### config.mk
export PLATFORM = sky130hd
export DESIGN_NAME = freq_generator
export DESIGN_NICKNAME = d
export VERILOG_FILES = /design/src/rtl/freq_generator.sv
export SDC_FILE = /design/constraint.sdc
export NUM_CORES = 1
export LEC_CHECK = 0
export CAP_MARGIN = 20
export CORE_MARGIN = 4
export CORE_UTILIZATION = 64
export CTS_CLUSTER_DIAMETER = 50
export CTS_CLUSTER_SIZE = 28
export DETAILED_ROUTE_END_ITERATION = 7
export PLACE_DENSITY = 0.95
export SLEW_MARGIN = 30
export SYNTH_ARGS = -nofsm -noshare
export SYNTH_HDL_FRONTEND = slang
export SYNTH_SLANG_ARGS = --single-unit
### constraint.sdc
create_clock -name clk -period 8.9 [get_ports clk]
set_input_delay 1.78 -clock clk [delete_from_list [all_inputs] [get_ports clk]]
set_output_delay 1.78 -clock clk [all_outputs]
set_load 0.01 [all_outputs]
### src/rtl/freq_generator.sv
// Phase-accumulator square-wave generator: clk_out carries exactly freq rising edges per REF_FREQ clk cycles.
// Optional FREQ_GEN_BURST_EN adds burst_len/done for edge-triggered bursts of a fixed number of pulses.
module freq_generator #(
    parameter int REF_FREQ = 100000000,
    parameter int WIDTH    = 32
) (
    input  logic             clk,
    input  logic             rst,
    input  logic             en,
    input  logic [WIDTH-1:0] freq_in,
    input  logic             freq_valid,
    output logic             freq_ready,
    output logic             clk_out,
    output logic             tick,
    output logic             running,
    output logic             err
`ifdef FREQ_GEN_BURST_EN
    ,
    input  logic [15:0]      burst_len,
    output logic             done
`endif
);

    localparam int SZ_ACC = $clog2(2*REF_FREQ+1);
    localparam logic [SZ_ACC-1:0] REF_C = SZ_ACC'(REF_FREQ);
    localparam logic [WIDTH-1:0]  MAX_F = WIDTH'(REF_FREQ/2);

    typedef enum logic [1:0] {IDLE, RUN, STOP} state_t;

    state_t            state, state_nxt;
    logic [SZ_ACC-1:0] acc, acc_nxt, inc, sum;
    logic              clk_out_nxt, tick_nxt, wrap, accept, en_eff;

    assign accept = freq_valid & freq_ready;
    // acc < REF_FREQ and 2*inc <= REF_FREQ, so the sum always fits in SZ_ACC bits
    assign sum    = acc + (inc << 1);
    assign wrap   = (sum >= REF_C);

`ifdef FREQ_GEN_BURST_EN
    logic [15:0] burst_len_q, burst_cnt;
    logic        hold, burst_hit;

    // hold blocks restarts after a completed burst until en has been seen low
    assign en_eff = en & ~hold;
`else
    assign en_eff = en;
`endif

    always_comb begin
        state_nxt   = state;
        acc_nxt     = acc;
        clk_out_nxt = clk_out;
        tick_nxt    = 1'b0;
`ifdef FREQ_GEN_BURST_EN
        burst_hit   = 1'b0;
`endif
        if (state == RUN || state == STOP) begin
            acc_nxt = wrap ? (sum - REF_C) : sum;
            if (wrap) begin
                clk_out_nxt = ~clk_out;
                tick_nxt    = ~clk_out;
            end
        end
        case (state)
            IDLE: begin
                clk_out_nxt = 1'b0;
                if (en_eff) begin
                    state_nxt = RUN;
                    acc_nxt   = '0;
                end
            end
            RUN: begin
                if (!en_eff) state_nxt = STOP;
            end
            STOP: begin
                if (en_eff) begin
                    state_nxt = RUN;
                end else if (!clk_out) begin
                    // a rising toggle here would start a pulse that is cut at once
                    state_nxt   = IDLE;
                    clk_out_nxt = 1'b0;
                    tick_nxt    = 1'b0;
                end else if (wrap) begin
                    state_nxt = IDLE;
                end else if (inc == '0) begin
                    clk_out_nxt = 1'b0;
                    state_nxt   = IDLE;
                end
            end
            default: begin
                state_nxt   = IDLE;
                clk_out_nxt = 1'b0;
            end
        endcase
`ifdef FREQ_GEN_BURST_EN
        burst_hit = (burst_len_q != 16'd0) && tick_nxt && (burst_cnt + 16'd1 == burst_len_q);
        if (burst_hit && state_nxt == RUN) state_nxt = STOP;
`endif
    end

    always_ff @(posedge clk or posedge rst) begin
        if (rst) begin
            state      <= IDLE;
            acc        <= '0;
            inc        <= '0;
            clk_out    <= 1'b0;
            tick       <= 1'b0;
            running    <= 1'b0;
            err        <= 1'b0;
            freq_ready <= 1'b0;
        end else begin
            state      <= state_nxt;
            acc        <= acc_nxt;
            clk_out    <= clk_out_nxt;
            tick       <= tick_nxt;
            running    <= (state_nxt != IDLE);
            freq_ready <= (state_nxt != STOP);
            if (accept) begin
                if (freq_in <= MAX_F) begin
                    inc <= SZ_ACC'(freq_in);
                    err <= 1'b0;
                end else begin
                    err <= 1'b1;
                end
            end
        end
    end

`ifdef FREQ_GEN_BURST_EN
    always_ff @(posedge clk or posedge rst) begin
        if (rst) begin
            burst_len_q <= '0;
            burst_cnt   <= '0;
            hold        <= 1'b0;
            done        <= 1'b0;
        end else begin
            if (state == IDLE && state_nxt == RUN) begin
                burst_len_q <= burst_len;
                burst_cnt   <= '0;
            end else if (tick_nxt) begin
                burst_cnt <= burst_cnt + 16'd1;
            end
            hold <= (hold | burst_hit) & en;
            done <= (state == STOP) && (state_nxt == IDLE);
        end
    end
`endif

endmodule

# Word level (Yosys, flattened, before mapping)
# Cells that the tools add are included.
# totals
register_bits,63
input_bits,36
output_inout_bits,5
word_cells,46
# op_classes
n_addsub,2
magnitude_cmp,2
eq_ne,3
mux,24
bitwise_logic,2
n_reduce_logical,5
# op_table
op,n
$mux 28,4
$le 32x26->1 const B,1
$add 28x28->28,1
$ge 28x27->1 const B,1
$logic_not 28->1,1
$sub 28x27->28 const B,1
$mux 1,12
$mux 2,6
$pmux 2 s3,1
$eq 2x1->1 const B,1
$eq 2x2->1 const B,1
$logic_not 2->1,1
$ne 2x2->1 const B,1
$pmux 1 s2,1
$reduce_and 2->1,1
$reduce_bool 2->1,1
$and 1x1->1,1
$logic_or 1x1->1,1
$not 1->1,1

# Depth between registers and ports, before layout
# logic_depth
depth_word,9
ltp_mapped,21
depth_no_buf,20

# Worst setup path before layout
# No wires, ideal clock.
# synth_path
path_kind,register to register
start,register inc[0]
end,register freq_ready
setup_ps,132
arrival_time_ps,3954
required_time_ps,8768
slack_ps,4815
stages_incl_launch_ff,20
path_buffers,1
period_less_slack_ps,4085
cell_sequence,dfrtp_1 -> ha_1 -> inv_1 -> fa_1 -> nand2b_1 -> a21o_1 -> a31oi_2 -> nor2_1 -> inv_1 -> ha_1 -> nand2_1 -> or4_1 -> nor4_1 -> nor3_1 -> o311ai_2 -> a21boi_4 -> nand2b_4 -> buf_6 -> a41oi_2 -> or3b_1
# synth_via
elab_chain_len,7
elab_cells_between_ends,9
cone_classes,1 x add/sub; 1 x order compare; 1 x eq/ne; 5 x mux; 1 x reduce/logical
# synth_rtl
item,line_no,rtl
"start, declared",31,"logic [SZ_ACC-1:0] acc, acc_nxt, inc, sum;"
"start signal, assigned",120,inc <= SZ_ACC'(freq_in);
$add 28x28->28 or $logic_not 28->1 (tied branches),"36, 85",
$ge 28x27->1 or $mux 2 (tied branches),"37, 85",
$mux 2 (*),83,end else if (wrap) begin
$mux 2 (*),78,end else if (!clk_out) begin
$mux 2 (*),76,if (en_eff) begin
$pmux 2 s3 (*),64,case (state)
$ne 2x2->1 (*),117,freq_ready <= (state_nxt != STOP);
"end signal, assigned",117,
"end, declared",12,"output logic freq_ready,"
# Mark *: on every way between the ends. The rest lies on a longest branch, timed or not.
# A chain may end at the register's enable or synchronous reset.

# Worst setup path after layout
# layout_path
start,register inc[0]
end,register clk_out
# layout_via
elab_chain_len,9
elab_cells_between_ends,10
cone_classes,1 x add/sub; 1 x order compare; 7 x mux; 1 x reduce/logical
# layout_rtl
item,line_no,rtl
$add 28x28->28,36,assign sum = acc + (inc << 1);
$ge 28x27->1,37,assign wrap = (sum >= REF_C);
$mux 1,59,if (wrap) begin
$mux 1,57,if (state == RUN || state == STOP) begin
$mux 1,85,end else if (inc == '0) begin
$mux 1,83,
$mux 1,78,
$mux 1,76,
$pmux 1 s2 (*),64,
net clk_out_nxt,32,"logic clk_out_nxt, tick_nxt, wrap, accept, en_eff;"
"end signal, assigned",114,clk_out <= clk_out_nxt;
"end, declared",13,"output logic clk_out,"
# The timed path passes the listed nets; every way through them passes the cells marked *.

==> impl_metrics.ini <==
[worst_setup_path]
crit_path_end_kind = flip-flop
crit_type = flip-flop to flip-flop
critical_path_arrival_ps = 5570
start_kind = flip-flop
crit_path_max_fanout = 13
cp_data_required_time_ps = 9160

[die]
die_w_um = 95.4
die_area_um2 = 9090
start_util_pct = 66.6
core-area_um2 = 7330
fp-row-count = 31
ios = 41
die_h_um = 95.4

[power_and_ir_drop]
combPwrFrac_pct = 58.2
p_leak_nw = 2.53
clkPwrFrac_pct = 16.4
internal-power_mw = 0.869
cellPowerDensity_nw_per_um2 = 306
switchingPower_mw = 0.819
ir_worst_vdd_uv = 332
swShare_pct = 48.5
power.total_mw = 1.69
pwr-share-seq_pct = 25.4

[sta]
slew-limit-headroom_pct = 29.1
period_share_pct = 59.7
setup_viol = 0
rsz0062_at_grt = no
fin_setup_tns_ps = 0
drv_slew = 0
finalHoldViolations = 0
layout_setup_ws_ps = 3590
period_needed_ps = 5310
tightest_slew_ps = 1050
clock_skew_ps = 18.4
fmaxAchievable_ghz = 0.188

[cts]
root_buffer = clkbuf_8
clk_latency_ps = 360
cts_inserted_buffers = 9
clk_pin_slew_ps = 90
clk_path_buf_depth = 2
clkSinkCount = 62
post_cts.repair.setup_buffers = 0
cts_tree = done
postCtsHoldBufs = 0
htree_levels = 3
cts-resized-gates = 0

[synthesis]
synthFlopType = dfrtp_1
synthCells = 587
synth_nets = 657
ys_warn_count = 0
synth_edf_count = 0
netlist_area_um2 = 4880
postSynthAreaPerCell_um2 = 8.32
ys_ff_latch = 62
synth.distinct_cells = 75
ys_seq_area_share_pct = 31.8
async_flop_share_pct = 100

[finish]
drive_gt1_share_pct = 7.73
layout_commonest_cell = nand2_1
layout_common_cells = nand2_1, dfrtp_1, a21oi_1, clkdlybuf4s50_1, nor2_1
multi_input_area_um2 = 3120
final_net_count = 686
regArea_um2 = 1550
final_area_um2 = 5520
area_growth_pct = 13.1
antenna_cells = 0
final_core_util_pct = 75.4
fillCellCount = 428

[placement]
port_buffers = 40
globalplace.congestion = 0.912
placed_area_um2 = 5300
place_hpwl_mm = 9.94
place_ws_ps = 3520

[global_routing]
grt_max_degree = 63
gr-total-overflow = 0
grt_pass1_wl_mm = 23.4
track_usage_pct = 33.3
grt_pass1_vias = 4853
antenna_found_initial = 0

[run]
cap_violations = 0

[route]
antenna_left = 0
wl_per_cell_um = 20.5
drt_iter0_drc = 696
drtPass1Iterations = 5
viasPerCell = 7.02
drcViolationCount = 0
vias = 5054
wirelength_mm = 14.7

[min_path]
hp-class = flip-flop to flip-flop

[outcome]
status = complete, no violations
[final timing paths]
kind	cells past startpoint	to	slack (ps)	from
worst min-delay path	2	inc[8]	530	inc[8]
worst max register to register	19	clk_out	3590	inc[0]
worst max-delay path	19	clk_out	3590	inc[0]
min in group asynchronous	3	freq_ready	1970	rst
worst min register to register	2	inc[8]	530	inc[8]
max in group asynchronous	3	inc[8]	6370	rst
[registers in the layout, indices dropped and copies added, names as in the netlist]
signal,count
tick,1
inc,28
err,1
running,1
freq_ready,1
clk_out,1
acc,27
state,2
[metrics by stage]
stage | std cells | hold WS [ps]
2_1_floorplan | 587 | 455
3_3_place_gp | 703 | 473
3_5_place_dp | 703 | 490
4_1_cts | 719 | 511
5_1_grt | 720 | 527
6_report | 720 | 526
[critical path: stages (launching register included)]
cell	delay (ps)
dfrtp_1	430
ha_1	250
inv_1	70
fa_1	430
nand2b_1	200
a21o_1	230
a31oi_2	360
nor2_1	210
inv_1	120
ha_1	220
nand2_1	60
or4_1	500
nor4_1	460
nor3_1	110
o311ai_2	420
a21boi_4	210
nand2b_4	270
inv_4	150
ha_1	240
nor4_1	260
[Yosys cell counts (3+ instances only)]
cell	n	area, um2
a211o_1	3	26.3
a211oi_1	9	67.6
a21o_1	13	97.6
a21oi_1	40	200
a31oi_1	7	43.8
and2_1	7	43.8
and3_1	6	37.5
buf_2	8	40.0
clkbuf_1	13	48.8
dfrtp_1	62	1550
ha_1	33	413
inv_1	19	71.3
mux2i_1	6	60.1
nand2_1	109	409
nand2b_1	3	18.8
nand3_1	20	100
nand4_1	9	56.3
nor2_1	35	131
nor3_1	20	100
nor4_1	17	106
nor4_2	4	50.1
o211ai_1	6	45.0
o21a_1	4	30.0
o21ai_0	21	105
o21ai_1	8	40.0
o21bai_1	3	22.5
or3_1	5	31.3
xnor2_1	22	193
xor2_1	10	87.6
[layout make-up]
cell class | count | area share (%)
multi-input combinational | 478 | 56.6
clock buffer | 9 | 2.24
sequential | 62 | 28.1
inverter | 22 | 1.54
timing repair buffer | 43 | 7.72
clock inverter | 7 | 1.61
tap | 99 | 2.24
[power groups by stage]
stage | registers [mW] | logic, mW | clock network (mW)
4_1_cts | 0.424 | 0.952 | 0.275
3_3_place_gp | 0.424 | 0.869 | 0
5_1_grt | 0.433 | 1.06 | 0.291
6_report | 0.428 | 0.982 | 0.278
3_5_place_dp | 0.428 | 0.924 | 0
2_1_floorplan | 0.409 | 0.718 | 0
[cell families after synthesis]
group                      after synthesis  share of synthesized area, %
and+or+nand+nor                        254                          25.9
AOI/OAI and AO/OA                      152                          22.2
DFF                                     62                          31.8
adders and majority gates               34                          8.87
muxes                                    6                          1.23
buffers and inverters                   47                          4.25
xor gates and xnor gates                32                          5.74
[metal layers]
metal,track usage [%],share of wire [%],vias up
met5,0,0,-
met4,13.7,4.5,0
met3,6.87,11,81
met2,53.2,47,412
met1,44.0,38,2347
li1,-,-,2214
No activity file was read; power rests on OpenSTA's default activity.
